**config.mk**
```make
export PLATFORM = sky130hd
export DESIGN_NAME = mem_store_buffer
export DESIGN_NICKNAME = d
export VERILOG_FILES = /design/src/rtl/mem_store_buffer.sv
export SDC_FILE = /design/constraint.sdc
export NUM_CORES = 1
export LEC_CHECK = 0
export BUFFER_PORTS_ARGS = -buffer_cell sky130_fd_sc_hd__buf_2
export CAP_MARGIN = 20
export CORE_MARGIN = 2
export CORE_UTILIZATION = 30
export DETAILED_ROUTE_END_ITERATION = 16
export SETUP_SLACK_MARGIN = 0.4
export SLEW_MARGIN = 10
export SYNTH_ARGS = -nofsm -noshare
export SYNTH_HDL_FRONTEND = slang
export SYNTH_SLANG_ARGS = --single-unit
```
**constraint.sdc**
```tcl
create_clock -name clk -period 3.52 [get_ports clk]
set_clock_uncertainty 0.05 [all_clocks]
set_input_delay 0.176 -clock clk [delete_from_list [all_inputs] [get_ports clk]]
set_output_delay 0.176 -clock clk [all_outputs]
set_load 0.005 [all_outputs]
```
**src/rtl/mem_store_buffer.sv**
```systemverilog
// mem_store_buffer: in-order store FIFO sharing one data-SRAM port with loads (st_* in, ld_* probe, data_sram_* port, misalign pulse, sb_count)
module mem_store_buffer #(
    parameter int DEPTH = 4
) (
    input  logic                     clk,
    input  logic                     reset,
    input  logic                     st_valid,
    output logic                     st_ready,
    input  logic [2:0]               st_op,
    input  logic [31:0]              st_addr,
    input  logic [31:0]              st_data,
    input  logic                     ld_req,
    input  logic [31:0]              ld_addr,
    output logic                     ld_conflict,
    output logic                     data_sram_en,
    output logic [3:0]               data_sram_wen,
    output logic [31:0]              data_sram_addr,
    output logic [31:0]              data_sram_wdata,
    output logic                     misalign,
    output logic [$clog2(DEPTH):0]   sb_count
);
    localparam int AW = $clog2(DEPTH);
    logic [3:0]    e_wen  [DEPTH];
    logic [29:0]   e_word [DEPTH];
    logic [31:0]   e_data [DEPTH];
    logic [AW-1:0] rptr, wptr;
    logic [AW:0]   count;
    logic          is_sw, is_sh, is_sb, mis, acc, push, pop, ld_go, hit;
    logic [3:0]    a_wen;
    logic [31:0]   a_data;
    assign is_sw    = st_op == 3'b001;
    assign is_sh    = st_op == 3'b010;
    assign is_sb    = st_op == 3'b100;
    assign mis      = (is_sh & st_addr[0]) | (is_sw & |st_addr[1:0]);
    assign st_ready = reset | (count != (AW+1)'(DEPTH));
    assign acc      = st_valid & st_ready & !reset;
    assign push     = acc & (is_sw | is_sh | is_sb) & !mis;
    assign a_wen    = is_sw ? 4'b1111 : is_sh ? (st_addr[1] ? 4'b1100 : 4'b0011) : 4'b0001 << st_addr[1:0];
    assign a_data   = is_sw ? st_data : is_sh ? {2{st_data[15:0]}} : {4{st_data[7:0]}};
    always_comb begin
        hit = 1'b0;
        for (int i = 0; i < DEPTH; i++)
            hit = hit | (({1'b0, AW'(AW'(i) - rptr)} < count) & (e_word[i] == ld_addr[31:2]));
    end
    assign ld_conflict     = ld_req & hit & !reset;
    assign ld_go           = ld_req & !ld_conflict & !reset;
    assign pop             = !reset & !ld_go & (count != '0);
    assign data_sram_en    = ld_go | pop;
    assign data_sram_wen   = pop ? e_wen[rptr] : 4'b0;
    assign data_sram_addr  = ld_go ? ld_addr : pop ? {e_word[rptr], 2'b00} : 32'b0;
    assign data_sram_wdata = pop ? e_data[rptr] : 32'b0;
    assign sb_count        = count;
    always_ff @(posedge clk) begin
        if (reset) begin
            rptr     <= '0;
            wptr     <= '0;
            count    <= '0;
            misalign <= 1'b0;
        end else begin
            misalign <= acc & mis;
            if (push) begin
                e_wen[wptr]  <= a_wen;
                e_word[wptr] <= st_addr[31:2];
                e_data[wptr] <= a_data;
                wptr         <= wptr + 1'b1;
            end
            if (pop) rptr <= rptr + 1'b1;
            count <= count + (AW+1)'(push) - (AW+1)'(pop);
        end
    end
endmodule

```
==> results.md, run 1 <==
- Die ar.: 0.0444 sq mm
- Mapped Avg Cell Area: 16.5 sq um
- Fin area: 0.0162 sq mm
- Die Span X: 211 um
- Crit. Startpoint: rptr[1]$_SDFFE_PP0P_
- Worst setup margin: 0.00534 ns
- Min-delay src: st_data[9]
- Ports: 178
- Hold Path Depth: 3
- Static leakage: 5.71 nW
- Pint: 6.30 mW
- Worst path cell trace: inv_4, ha_4, inv_4, a2111oi_4, nand4_1, nor4_4, or4_4, nor3_4, buf_6, buf_12, buf_12, a22o_1, buf_2
- Input/output buffers: 177
- Worst slew pin tran: 0.928 ns
- Pin count of the biggest net entering global routing: 37
- Placed Cells: 1452
- RSZ-0062 raised after global routing: true
- Syn nets: 890
- Met1 WL: 15.2 mm
- Max Clk Rate: 0.285 GHz
- DR vias/cell: 4.96
- CTS tree: yes
- Count of antenna-violating nets left after detailed routing: 0
- Total GRT Usage: 16.5%
- Area growth, synth to finish: 26.3%
- Fin util: 38.5%
- Status: completed
- Total Wirelength: 37.3 mm
- Row Count: 75
- Final period util: 99.8%
- Cells after Synth: 776
- Routed length per placed instance: 23.7 um
- Total global routing overflow: 0
- Post-DP HPWL: 24.6 mm
- Synth cell types: 43
- Total core area: 0.0420 sq mm
- Clk Tree Root Cell: clkbuf_16
- Syn. warnings: 0
- DP Area: 0.0143 sq mm
- Starting Density: 30.5%
- Clock share of power: 32.5%
- Max Buffers Root-to-Sink: 3
- Logic pwr share: 23.1%
- P per Cell Area: 532 mW/mm^2
- FF+latch count, synth: 274
- CP startpoint kind: flip-flop
- Most frequent cells in the layout: 264 x edfxtp_1, 173 x buf_2, 94 x xor2_1, 66 x mux4_2, 56 x dlygate4sd3_1
- DP Worst Slack: 0.291 ns
- CP required: 3.29 ns
- Worst r2r src: rptr[1]$_SDFFE_PP0P_
- Final Hold Viols: 0
- Max_slew headroom: 37.9%
- Reg2Reg Depth: 14
- TritonCTS buffer count: 27
- Final min period: 3.51 ns
- TNS Setup: 0 ns
- Max-Cap Viols: 0
- Sw Ratio: 26.9%
- Share of cells above drive strength 1: 36.6%
- Count of filler cells inserted in the layout: 3929
- Global-route wire length before repair: 53.3 mm
- Peak supply drop: 339 uV
- Worst Path Arrival: 3.29 ns
- Setup Viol. Count Final: 0
- Clock transition at path regs: 0.07 ns
- Vias in the first global route: 8002
- Routability cong.: 0.845
- Clock Latency Late Sink: 0.55 ns
- Worst hold slack: 0.0511 ns
- Routed wl met3: 2.92 mm
- Slowest Stage Delay on Critical Path: 0.39 ns
- # DRC: 0
- Seq pwr share: 44.4%
- Most common cell after layout, fill and taps aside: edfxtp_1
- Worst path slowest cell: dfxtp_4
- Vias post-DR: 7794
- Max H-tree Level: 1
- Count of final max-slew check failures: 0
- Drt pass-1 iters: 5
- Critical path class: flip-flop to output pin
- Total power: 8.62 mW
- Layout Nets: 1131
- Mapped cell area: 0.0128 sq mm
- Fin cells: 1572
- Clk sinks: 274
- Initial DRC Count: 739
- Register area: 0.00814 sq mm
- Hold WC Path Type: input port to flip-flop
- Worst-path fanout max: 6
- Met2 routed WL: 18.2 mm
- P_sw: 2.31 mW
- Initial antenna violation count: 1
- Seq/Total Area, Yosys: 63.4%
- Top layer in use: met5
- CP Capture Type: output pin
- Area of the multi-input gates: 0.00447 sq mm
- Die height: 211 um
cells by family (layout without fill, tap and decap cells):
kind of cell             Yosys count  in the layout  synth area share (%)
other                              0              1                     0
AO/OA/AOI/OAI                     62             62                  3.94
flip-flops                       274            274                  63.4
multiplexers                      85             85                  13.4
buffers and inverters             78            334                  3.39
XOR/XNOR                         123            123                  8.40
AND/OR/NAND/NOR                  143            143                  6.39
adder cells (fa/ha/maj)           11             11                  1.13
routing by layer:
layer | vias to the layer above | track usage, %
met1 | 3941 | 21.4
met5 | - | 0
li1 | 3444 | -
met3 | 56 | 3.90
met2 | 351 | 28.1
met4 | 2 | 3.62
Yosys cell counts:
master	count	share of area, %
edfxtp_1	264	62
xor2_1	100	6.8
mux4_2	66	12
and2_1	42	2.0
buf_2	29	1.1
nand2_1	27	0.79
nor4_1	23	1.1
xnor2_1	23	1.6
a22o_1	22	1.5
clkbuf_1	18	0.53
inv_1	17	0.50
nor2b_1	15	0.73
buf_6	14	1.2
o21ai_0	12	0.47
mux2_2	11	0.97
a22oi_1	10	0.59
dfxtp_1	10	1.6
ha_1	10	0.98
nor2_1	9	0.26
nand4_1	7	0.34
nor3_1	6	0.23
mux2_4	5	0.59
nand3_1	5	0.20
a21oi_1	3	0.12
mux2i_1	3	0.23
nand2b_1	3	0.15
o2111ai_1	3	0.20
a2111oi_2	2	0.23
nor4_2	2	0.20
o22ai_1	2	0.098
a2111oi_0	1	0.068
a2111oi_4	1	0.21
a21o_1	1	0.059
a21oi_2	1	0.068
a21oi_4	1	0.13
a311oi_1	1	0.068
fa_1	1	0.16
nor3_4	1	0.13
o311ai_0	1	0.068
o31ai_1	1	0.059
or2_1	1	0.049
or4_1	1	0.059
or4_4	1	0.088
timing repair:
item	4_1_cts	5_1_grt
resized for setup	26	18
pin swaps	12	12
endpoints found under the setup margin	72	73
hold buffers	56	0
buffers inserted	10	3
cloned	3	3
endpoints found under the hold margin	212	0
worst paths after layout:
path                                 end  slack (ns)
setup / recovery      data_sram_addr[29]       0.005
hold / removal    e_data[2][9]$_DFFE_PP_        0.05
setup reg to reg  sb_count[1]$_SDFF_PP0_        0.18
hold reg to reg     wptr[1]$_SDFFE_PP0P_        0.51
area by class of cell:
type,instances,area share (%)
Sequential cell,274,50.3
Multi-Input combinational cell,424,27.6
Timing Repair Buffer,273,12.5
Clock buffer,33,4.31
Tap cell,539,4.16
Clock inverter,11,0.772
Inverter,17,0.440
Antenna cell,1,0.0154
power by group through the flow:
stage                     sequential (mW)  combinational (mW)  clock, mW
after floorplan                      3.74                1.27          0
after global placement               3.88                1.79          0
after detailed placement             3.88                1.79          0
after CTS                            3.82                1.95       2.86
after global routing                 3.84                2.15       2.98
final                                3.82                1.99       2.80
worst max-delay path, delay by kind of cell, from the launching register on:
family	cells	cell delay, ns
AOI/OAI and AO/OA	2	0.51
adders and majority gates	1	0.29
buffers and inverters	6	0.65
DFF	1	0.39
and+or+nand+nor	4	0.88
state kept, by name, summed over array words and instances, names as in the netlist, named ones only:
signal and count:
e_data 128, e_word 120, e_wen 16, sb_count 3
rptr 2, wptr 2, misalign 1
Power figures use the tool's default switching activity.
==> inputs of run 2 (changes only) <==
Settings changed: BUFFER_PORTS_ARGS -buffer_cell sky130_fd_sc_hd__buf_2 to not set, DONT_BUFFER_PORTS set to 1, SETUP_SLACK_MARGIN 0.4 to not set.
==> results.md, run 2 (synthesis gave the netlist of run 1 again) <==
- Initial DRC Count: 599 (was 739)
- Ports: 178 (unchanged)
- Status: completed (unchanged)
- Total core area: 0.0420 sq mm (unchanged)
- Final period util: 96.4% (was 99.8%)
- Regs by FF count: e_data x128, e_word x120, e_wen x16 (unchanged)
- # DRC: 0 (unchanged)
- Routed length per placed instance: 25.4 um (was 23.7 um)
- Final Hold Viols: 0 (unchanged)
- Routability cong.: 0.843 (was 0.845)
- Pin count of the biggest net entering global routing: 41 (was 37)
- CP required: 3.29 ns (about the same)
- Layout Nets: 945 (was 1131)
- Worst-path fanout max: 29 (was 6)
- DR vias/cell: 5.09 (was 4.96)
- Input/output buffers: 0 (was 177)
- Most common cell after layout, fill and taps aside: edfxtp_1 (unchanged)
- Initial antenna violation count: 4 (was 1)
- Fin cells: 1394 (was 1572)
- CP startpoint kind: flip-flop (unchanged)
- Critical path class: flip-flop to output pin (unchanged)
- Worst slew pin tran: 0.782 ns (was 0.928 ns)
- CP Capture Type: output pin (unchanged)
- Area growth, synth to finish: 18.8% (was 26.3%)
- Total global routing overflow: 0 (unchanged)
- Die Span X: 211 um (unchanged)
- Total GRT Usage: 15.6% (was 16.5%)
- Max Buffers Root-to-Sink: 3 (unchanged)
- Biggest register: e_data (unchanged)
- Max reg flops: 128 (unchanged)
- Hold WC Path Type: input port to flip-flop (unchanged)
- Worst setup margin: 0.127 ns (was 0.00534 ns)
- Die height: 211 um (unchanged)
- Count of antenna-violating nets left after detailed routing: 0 (unchanged)
- Most frequent cells in the layout: 264 x edfxtp_1, 100 x xor2_1, 66 x mux4_2, 61 x dlygate4sd3_1, 38 x and2_1 (was 264 x edfxtp_1, 173 x buf_2, 94 x xor2_1, 66 x mux4_2, 56 x dlygate4sd3_1)
- CTS tree: yes (unchanged)
- TritonCTS buffer count: 29 (was 27)
- TNS Setup: 0 ns (unchanged)
- Row Count: 75 (unchanged)
- Post-DP HPWL: 23.8 mm (was 24.6 mm)
- Clock Latency Late Sink: 0.56 ns (was 0.55 ns)
- Starting Density: 30.5% (unchanged)
- DP Area: 0.0134 sq mm (was 0.0143 sq mm)
- Fin util: 36.2% (was 38.5%)
- Peak supply drop: 371 uV (was 339 uV)
- Max H-tree Level: 1 (unchanged)
- Max Clk Rate: 0.295 GHz (was 0.285 GHz)
- Count of final max-slew check failures: 0 (unchanged)
- Worst Path Arrival: 3.17 ns (was 3.29 ns)
- Setup Viol. Count Final: 0 (unchanged)
- Global-route wire length before repair: 50.0 mm (was 53.3 mm)
- Total power: 8.82 mW (was 8.62 mW)
- Max_slew headroom: 47.7% (was 37.9%)
- Count of filler cells inserted in the layout: 3967 (was 3929)
- Clk sinks: 274 (unchanged)
- Vias in the first global route: 7299 (was 8002)
- Clk Tree Root Cell: clkbuf_16 (unchanged)
- Drt pass-1 iters: 5 (unchanged)
- Total Wirelength: 35.5 mm (was 37.3 mm)
- Placed Cells: 1274 (was 1452)
- Max-Cap Viols: 0 (unchanged)
- DP Worst Slack: 0.211 ns (was 0.291 ns)
- Die ar.: 0.0444 sq mm (unchanged)
- Worst hold slack: 0.0103 ns (was 0.0511 ns)
- Fin area: 0.0152 sq mm (was 0.0162 sq mm)
- Vias post-DR: 7102 (was 7794)
- Share of cells above drive strength 1: 21.6% (was 36.6%)
- Static leakage: 4.91 nW (was 5.71 nW)
- P per Cell Area: 579 mW/mm^2 (was 532 mW/mm^2)
- Final min period: 3.39 ns (was 3.51 ns)
- Clock transition at path regs: 0.06 ns (was 0.07 ns)
- RSZ-0062 raised after global routing: true (unchanged)
==> run 2: cell types whose count changed in the layout (fill, tap and decap cells not counted), moves of 6 or more <==
| cell | delta |
|---|---|
| buf_2 | -173 |
| buf_4 | -10 |
| buf_6 | -6 |
| clkbuf_1 | -6 |
| xor2_1 | +6 |
| xor2_2 | -6 |
==> run 2: cell type report <==
class / count / area [sq um] / area share (%)
antenna: 2 / 5.00 / 0.0329
clock buffer: 34 / 795 / 5.22
clock inverter: 19 / 233 / 1.53
inverter: 17 / 63.8 / 0.419
multi-input combinational: 424 / 4370 / 28.7
sequential: 274 / 8140 / 53.4
tap: 539 / 674 / 4.43
timing repair buffer: 85 / 953 / 6.26
==> run 2: worst paths after layout <==
path                           start                      to  slack [ns]  cells past startpoint
max             rptr[1]$_SDFFE_PP0P_      data_sram_addr[10]        0.13                     10
min                       st_addr[1]   e_wen[2][1]$_DFFE_PP_        0.01                      1
max reg2reg  e_word[1][10]$_DFFE_PP_  sb_count[1]$_SDFF_PP0_        0.15                     12
min reg2reg     wptr[1]$_SDFFE_PP0P_    wptr[1]$_SDFFE_PP0P_        0.51                      2
==> run 2: what timing repair did <==
action,CTS,global route
setup endpoints to repair,64,37
hold buffers,61,0
resized for setup,7,13
pin swaps,2,3
buffers inserted,2,0
hold endpoints to repair,262,0
gates cloned,1,1
==> run 2: report_power, final <==
| group | total, mW | switching, mW | internal, mW |
|---|---|---|---|
| Sequential | 3.87 | 0.222 | 3.65 |
| Clock | 3.27 | 1.29 | 1.98 |
| Combinational | 1.69 | 0.810 | 0.877 |
| Total | 8.82 | 2.32 | 6.50 |
==> run 2: metal layers <==
layer,vias up,part of all wire (%),GRT usage [%]
met5,-,0.059,0
met4,4,1.5,3.04
met3,45,7.7,3.20
met2,317,48,25.7
met1,3650,43,21.5
li1,3086,-,-
==> run 2: worst max-delay path, stage by stage (launching register included) <==
cell and delay [ns]:
dfxtp_4 0.37, xnor2_1 0.14, inv_1 0.06, ha_1 0.13, inv_1 0.04, o2111ai_1 0.25, a2111oi_2 0.12, or4_4 0.60
nor3_4 0.26, buf_12 0.23, mux2_2 0.38
